$ cat src/rtl/rr_arb_defs.sv
// Shared definitions for the round-robin mux arbiter: FSM encodings, requester
// count, select width and a one-hot decode helper.
package rr_arb_defs;

   localparam int NREQ = 4;
   localparam int SELW = 2;

   typedef enum logic {
      ST_IDLE  = 1'b0,
      ST_GRANT = 1'b1
   } state_t;

   function automatic logic [NREQ-1:0] sel_onehot(input logic [SELW-1:0] sel);
      return {{(NREQ-1){1'b0}}, 1'b1} << sel;
   endfunction

endpackage

$ cat src/rtl/mux4_sel.sv
// DW-wide 4:1 select mux; purely combinational, gating is left to the caller.
module mux4_sel #(
   parameter int DW = 1
) (
   input  logic [DW-1:0] i0,
   input  logic [DW-1:0] i1,
   input  logic [DW-1:0] i2,
   input  logic [DW-1:0] i3,
   input  logic [1:0]    s,
   output logic [DW-1:0] y
);

   // Route the selected input to y.
   always_comb begin
      y = i3;
      case (s)
         2'd0:    y = i0;
         2'd1:    y = i1;
         2'd2:    y = i2;
         default: y = i3;
      endcase
   end

endmodule

$ cat src/rtl/rr_mux_arbiter.sv
// Round-robin arbiter owning a shared 4:1 mux select. Define ARB_HOLD_LIMIT_EN to
// force rotation after MAX_HOLD consecutive grant cycles when others are waiting.
module rr_mux_arbiter
   import rr_arb_defs::*;
#(
   parameter int DW       = 1,
   parameter int MAX_HOLD = 4
) (
   input  logic          clk,
   input  logic          rst,
   input  logic [3:0]    req,
   input  logic [DW-1:0] i0,
   input  logic [DW-1:0] i1,
   input  logic [DW-1:0] i2,
   input  logic [DW-1:0] i3,
   output logic [3:0]    gnt,
   output logic [1:0]    s,
   output logic          valid,
   output logic [DW-1:0] out
);

   if (MAX_HOLD < 1) begin : g_bad_hold
      $error("MAX_HOLD must be at least 1");
   end

   state_t            state_r, state_n;
   logic [NREQ-1:0]   gnt_r, gnt_n;
   logic [SELW-1:0]   s_r, s_n;
   logic              valid_r, valid_n;
   logic [SELW-1:0]   ptr_r, ptr_n;
   logic [SELW-1:0]   start_s;
   logic [SELW:0]     win_s;
   logic              release_s;
   logic              timeout_s;
   logic [DW-1:0]     mux_y_s;

`ifdef ARB_HOLD_LIMIT_EN
   localparam int HW = (MAX_HOLD > 1) ? $clog2(MAX_HOLD) : 1;
   localparam logic [HW-1:0] HOLD_LAST = HW'(MAX_HOLD - 1);
   logic [HW-1:0] hold_cnt_r, hold_cnt_n;
`endif

   // Circular first-set search from start; returns {found, index}.
   function automatic logic [SELW:0] rr_search(input logic [NREQ-1:0] r,
                                               input logic [SELW-1:0] start);
      logic [SELW:0]   res;
      logic [SELW-1:0] idx;
      res = {(SELW+1){1'b0}};
      // Scan farthest-first so the nearest set bit to start is the last write.
      for (int k = NREQ - 1; k >= 0; k--) begin
         idx = start + SELW'(k);
         if (r[idx]) begin
            res = {1'b1, idx};
         end
      end
      return res;
   endfunction

   // Search origin: ptr while idle, one past the owner when releasing from GRANT.
   always_comb begin
      start_s = ptr_r;
      if (state_r == ST_GRANT) begin
         start_s = s_r + 2'd1;
      end else begin
         start_s = ptr_r;
      end
   end

   assign win_s = rr_search(req, start_s);

   // Forced-rotation condition for a long-held grant.
   always_comb begin
      timeout_s = 1'b0;
`ifdef ARB_HOLD_LIMIT_EN
      if ((hold_cnt_r == HOLD_LAST) && ((req & ~gnt_r) != 4'b0000)) begin
         timeout_s = 1'b1;
      end else begin
         timeout_s = 1'b0;
      end
`endif
   end

   assign release_s = (state_r == ST_GRANT) && (!req[s_r] || timeout_s);

   // Next-state and next-output logic of the arbitration FSM.
   always_comb begin
      state_n = state_r;
      gnt_n   = gnt_r;
      s_n     = s_r;
      valid_n = valid_r;
      ptr_n   = ptr_r;
`ifdef ARB_HOLD_LIMIT_EN
      hold_cnt_n = hold_cnt_r;
`endif
      case (state_r)
         ST_IDLE: begin
            if (win_s[SELW]) begin
               state_n = ST_GRANT;
               gnt_n   = sel_onehot(win_s[SELW-1:0]);
               s_n     = win_s[SELW-1:0];
               valid_n = 1'b1;
`ifdef ARB_HOLD_LIMIT_EN
               hold_cnt_n = {HW{1'b0}};
`endif
            end else begin
               state_n = ST_IDLE;
            end
         end
         ST_GRANT: begin
            if (release_s) begin
               // Release and re-arbitrate in the same edge: no idle bubble.
               ptr_n = start_s;
               if (win_s[SELW]) begin
                  state_n = ST_GRANT;
                  gnt_n   = sel_onehot(win_s[SELW-1:0]);
                  s_n     = win_s[SELW-1:0];
                  valid_n = 1'b1;
`ifdef ARB_HOLD_LIMIT_EN
                  hold_cnt_n = {HW{1'b0}};
`endif
               end else begin
                  state_n = ST_IDLE;
                  gnt_n   = 4'b0000;
                  valid_n = 1'b0;
               end
            end else begin
`ifdef ARB_HOLD_LIMIT_EN
               hold_cnt_n = (hold_cnt_r == HOLD_LAST) ? {HW{1'b0}} : hold_cnt_r + HW'(1);
`endif
               state_n = ST_GRANT;
            end
         end
         default: begin
            state_n = ST_IDLE;
            gnt_n   = 4'b0000;
            valid_n = 1'b0;
         end
      endcase
   end

   // State and output registers with synchronous reset.
   always_ff @(posedge clk) begin
      if (rst) begin
         state_r <= ST_IDLE;
         gnt_r   <= 4'b0000;
         s_r     <= 2'd0;
         valid_r <= 1'b0;
         ptr_r   <= 2'd0;
`ifdef ARB_HOLD_LIMIT_EN
         hold_cnt_r <= {HW{1'b0}};
`endif
      end else begin
         state_r <= state_n;
         gnt_r   <= gnt_n;
         s_r     <= s_n;
         valid_r <= valid_n;
         ptr_r   <= ptr_n;
`ifdef ARB_HOLD_LIMIT_EN
         hold_cnt_r <= hold_cnt_n;
`endif
      end
   end

   mux4_sel #(.DW(DW)) u_mux (
      .i0 (i0),
      .i1 (i1),
      .i2 (i2),
      .i3 (i3),
      .s  (s_r),
      .y  (mux_y_s)
   );

   assign gnt   = gnt_r;
   assign s     = s_r;
   assign valid = valid_r;
   assign out   = valid_r ? mux_y_s : {DW{1'b0}};

endmodule

$ cat config.mk
export PLATFORM = sky130hd
export DESIGN_NAME = rr_mux_arbiter
export DESIGN_NICKNAME = d
export VERILOG_FILES = /design/src/rtl/rr_arb_defs.sv /design/src/rtl/mux4_sel.sv /design/src/rtl/rr_mux_arbiter.sv
export SDC_FILE = /design/constraint.sdc
export NUM_CORES = 1
export LEC_CHECK = 0
export BUFFER_PORTS_ARGS = -buffer_cell sky130_fd_sc_hd__buf_2
export CAP_MARGIN = 20
export CORE_AREA = 8 8 45 47
export CTS_CLUSTER_SIZE = 12
export DETAILED_ROUTE_END_ITERATION = 8
export DIE_AREA = 0 0 53 55
export PLACE_DENSITY = 0.77
export SLEW_MARGIN = 25
export SYNTH_ARGS = -nofsm -noshare
export SYNTH_HDL_FRONTEND = slang
export SYNTH_SLANG_ARGS = --single-unit
$ cat constraint.sdc
create_clock -name clk -period 2.6 [get_ports clk]
set_clock_uncertainty 0.05 [all_clocks]
set_input_delay 0.78 -clock clk [delete_from_list [all_inputs] [get_ports clk]]
set_output_delay 0.78 -clock clk [all_outputs]
set_load 0.02 [all_outputs]
Yosys cells after proc, flatten, opt, wreduce, memory -nomap -nowiden

Cells that the tools add are included.

$add $sub $neg: 4
Muxes and demuxes: 30
Eq/ne operators: 4
Divide/modulo/power cells: 0
Shifts and indexed selects: 1
Reductions and logical operators: 5
Bitwise operators: 1
Order comparisons: 5
Multiply operators: 0

Operators by type and width:

| kind                                                                         | number |
|---|---|
| 2-bit by 3-bit less-than comparator with 1-bit output, second input constant | 5 |
| 3-bit two-way mux                                                            | 4 |
| 4-bit two-way mux                                                            | 3 |
| 1-bit binary-select mux with 2-bit select                                    | 5 |
| 1-bit two-way mux                                                            | 10 |
| 4-bit one-hot mux with 2 select lines                                        | 1 |
| 2-bit two-way mux                                                            | 3 |
| 2-bit by 1-bit adder with 2-bit output, second input constant                | 2 |
| 2-bit adder, second input constant                                           | 2 |
| 1-bit one-hot mux with 2 select lines                                        | 2 |
| 2-bit one-hot mux with 2 select lines                                        | 1 |
| 2-bit AND reduction                                                          | 2 |
| 1-bit by 2-bit << shifter with 4-bit output, first input constant            | 1 |
| 1-bit one-hot mux with 3 select lines                                        | 1 |
| 2-bit by 1-bit == test with 1-bit output, second input constant              | 1 |
| 2-bit == test, second input constant                                         | 1 |
| 2-bit logical NOT                                                            | 1 |
| 2-bit by 1-bit != test with 1-bit output, second input constant              | 1 |
| 2-bit != test, second input constant                                         | 1 |
| 1-bit logical AND                                                            | 1 |
| 1-bit logical NOT                                                            | 1 |
| 1-bit inverter                                                               | 1 |

Bits in latches: 0
Output and inout bits: 8
Flip-flop bits (word level): 10
ROM bits: 0
RAM bits: 0
Input bits: 10
Memories kept: 0
Logic and storage cells: 55

Logic depth before layout (Yosys ltp)

Word-level depth: 13
Mapped depth: 7
Gate-level depth less buffers: 7

Modules after synthesis

A second synthesis with hierarchy kept.

Cell total of the unflattened synthesis: 74
Area total of the unflattened synthesis: 610.6 µm²

Modules (own cells, without submodules):

| module         | area an instance (µm²) | seq. area each (µm²) | instances | cells each |
|---|---|---|---|---|
| rr_mux_arbiter | 588.1                  | 200.2                | 1         | 73 |
| mux4_sel       | 22.5                   | 0.0                  | 1         | 1 |

Least setup slack after synthesis

Ideal clock, no wire load.

Path kind: flip-flop to output port
Start: register s_r[0] (netlist: s[0])
End: output out
Slack: 0.323 ns
Data arrival time: 1.447 ns
Data required time: 1.770 ns
Buffers on the path: 0
Stages on the path, launching flop included: 6
Cells stage by stage: dfxtp_1 > inv_1 > ha_1 > a222oi_1 > o21ai_0 > and2_1

Longest elaborated chain between the ends: 3
Elaborated cells between the ends (all ways): 5
Classes of those cells: 2 x eq/ne; 2 x mux; 1 x reduce/logical

RTL lines:

| element                                     | RTL line              | RTL |
|---|---|---|
| from (decl)                                 | rr_mux_arbiter.sv:28  | `logic [SELW-1:0] s_r, s_n;` |
| from (signal assigned)                      | rr_mux_arbiter.sv:155 | `s_r <= s_n;` |
| 2-bit == test, or another cell as far along | mux4_sel.sv:16        | `case (s)` |
| 1-bit one-hot mux with 3 select lines (*)   | mux4_sel.sv:16        |  |
| 1-bit two-way mux (*)                       | rr_mux_arbiter.sv:176 | `assign out = valid_r ? mux_y_s : {DW{1'b0}};` |
| to (decl)                                   | rr_mux_arbiter.sv:19  | `output logic [DW-1:0] out` |

Every way passes the cells marked *; elsewhere a longest branch is shown, timed or not.

Worst setup path after layout

Start: input i2
End: output out

Longest elaborated chain between the ends: 2

RTL lines:

| element                               | RTL line              | RTL |
|---|---|---|
| from (decl)                           | rr_mux_arbiter.sv:14  | `input logic [DW-1:0] i2,` |
| 1-bit one-hot mux with 3 select lines | mux4_sel.sv:16        |  |
| 1-bit two-way mux                     | rr_mux_arbiter.sv:176 |  |

Every way passes these cells.

==> metrics <==
most frequent cells in the layout=17 x buf_2, 9 x dfxtp_1, 6 x nand2_1, 6 x a21oi_1, 6 x nor2_1; drt first pass iters=4; Initial Utilization=0.4566; Final Max Tran Viols=0; number of vias per cell=5.570; Worst EP arrival=1590 ps; Async SR Flop Fraction=0; HP Start=gnt[3]; worst-skew pair later-pin latency=270 ps; CP cell instances=buf_2 > a222oi_1 > o21ai_0 > and2_1 > buf_2; FF/Latch Area=201.4 um2; gpl congestion=0.8521; n_diodes=0; R2R Path Start=s[1]; GR Util All Layers=0.1062; Non-Filler Instances=107; number of synthesized flops with an enable pin=0; Mapped Area=631.9 um2; WHS Path Cells=1; share of post-route cells with drive strength above 1=0.2967; crit-path max FO=1; Tot Pwr=0.0004621 W; gr ovfl total=0; CTS tree=done; syn avg cell area=8.899 um2; Worst Setup Path Type=input port to output port; final wirelength=1.364 mm; CP bufs+invs=2; io pins=18; Chip Width=53 um; setup ws final=181.2 ps; Vias=596; Final ANT Viol Nets=0; Crit. End Element=output port; clk slew on worst S/H paths=60 ps; TritonCTS sink count=10; FF+latch count, synth=10; CTS root buf=clkbuf_4; Worst R2R Path Depth=6; clock buffer depth=2; Post-Place Setup Slack=163.5 ps; nets=106; die area=2915 um2; final period utilization=0.9303; delay-heaviest family, CP=compound AO/OA/AOI/OAI gates; TNS Setup=0 ps; final hold violations=0; crit-path max cell delay=310 ps; Hold Crit Endpoint=gnt[3]; first-pass GRT wire length=2.290 mm; H-tree depth=1; Syn Inst Count=71; slew margin rel.=0.7412; Least-Margin Pin Slew=385.2 ps; Max IR drop VDD=0.2788 mV; CP max stage cell=a222oi_1; minimum clock period=2419 ps; fillcell total=144; # port buffers=17; DRC=0; DR iter-0 viols=17; critical path required time=1770 ps; Crit Reg-Reg Endpoint=gnt[2]; vias in the first global route=566; post-placement cell count=103; largest net degree at the start of global routing=11; worst min path class=flip-flop to flip-flop; core area=1384 um2; Final setup viols=0; commonest non-fill, non-tap cell in the layout=buf_2; FMAX=413.4 MHz; Layout area overhead=21.19%; RSZ-0062 raised after global routing=false; Crit. Startpoint=i2; Seq/Total Area, Yosys=0.3168; synth warn=0; post-synthesis net count=85; Avg WL per Cell=12.75 um; library cells used by synthesis=31; hpwl dp=1.109 mm; footprint of the multi-input gates=407.9 um2; initial antenna violation count=0; max-cap violation count=0; Die H=55 um; leak pwr=0.3423 nW; crit-path most repeated cell=buf_2; CTS buffer count=3; Primary FF master, synth=dfxtp_1; power per cell area=603.4 nW/um2; R2R setup slack=560 ps; Worst setup SP type=input port; result of the run=complete, no violations; Cell Rows=14
[registers in the layout, summed over array words and instances, names as in the netlist]
name,flops
gnt,4
valid,1
state_r,1
ptr_r,2
s,2
[metrics by stage]
| step | util | cell area (um2) | hold WS, ps |
|---|---|---|---|
| after floorplan | - | 631.9 | 421.6 |
| after global placement | 0.5262 | 728.2 | 398.7 |
| after detailed placement | 0.5262 | 728.2 | 400.9 |
| after CTS | 0.5524 | 764.5 | 416.5 |
| after global routing | 0.5533 | 765.7 | 445.3 |
| final | 0.5533 | 765.7 | 413.6 |
[cell type report]
| cell class | instances | area share |
|---|---|---|
| multi-input combinational | 57 | 0.5327 |
| sequential | 10 | 0.2631 |
| timing repair buffer | 18 | 0.1209 |
| clock buffer | 4 | 0.04739 |
| tap | 16 | 0.02614 |
| inverter | 2 | 0.009804 |
[cells in the mapped netlist, types with 2 or more instances]
cell type | n | area share
a21oi_1 | 6 | 0.048
o21ai_0 | 3 | 0.024
nor2_1 | 6 | 0.036
nand2_1 | 6 | 0.036
dfxtp_1 | 10 | 0.32
nand2b_1 | 4 | 0.040
or2b_1 | 2 | 0.024
ha_1 | 4 | 0.079
a32o_1 | 4 | 0.063
mux2i_1 | 2 | 0.032
inv_1 | 2 | 0.012
nor3_1 | 3 | 0.024
[logic make-up (layout without fill, tap and decap cells)]
| logic type | Yosys count | in the layout | synth area share |
|---|---|---|---|
| flops | 10 | 10 | 0.3168 |
| buf+inv | 4 | 24 | 0.03762 |
| mux | 4 | 4 | 0.09108 |
| simple gates | 30 | 30 | 0.2555 |
| fa+ha+maj | 4 | 4 | 0.07921 |
| compound gates | 19 | 19 | 0.2198 |
[worst register-to-register path: stages, from the launching register on]
cell and delay (ps):
dfxtp_2 380, inv_1 80, ha_1 320, mux2_4 290, and4_4 200, a311o_1 360, a32o_1 260
[layer usage]
| metal | vias up | global-route usage | routed length [um] |
|---|---|---|---|
| li1 | 304 | - | - |
| met1 | 271 | 0.1131 | 557 |
| met2 | 15 | 0.1738 | 668 |
| met3 | 6 | 0.04278 | 100 |
| met4 | 0 | 0.06466 | 38 |
| met5 | - | 0 | 0 |
[report_power, final]
part	switching (W)	total, W	internal, W
clock	0.0000554	0.000140	0.0000850
combinational	0.0000812	0.000143	0.0000613
sequential	0.0000107	0.000179	0.000168
total	0.000147	0.000462	0.000315
[worst max-delay path by stage]
stage | endpoint | slack (ps) | cells after the start
after floorplan | out | 320 | 5
after global placement | out | 200 | 5
after detailed placement | out | 160 | 5
after CTS | out | 100 | 6
after global routing | out | 20 | 6
final | out | 180 | 5
[repair_timing]
| item | in CTS | in global routing |
|---|---|---|
| gates resized for setup | 0 | 1 |
| endpoints found under the setup margin | 0 | 1 |
| hold buffers | 0 | 0 |
| buffers inserted | 0 | 0 |
(Power assumes the default switching activity.)
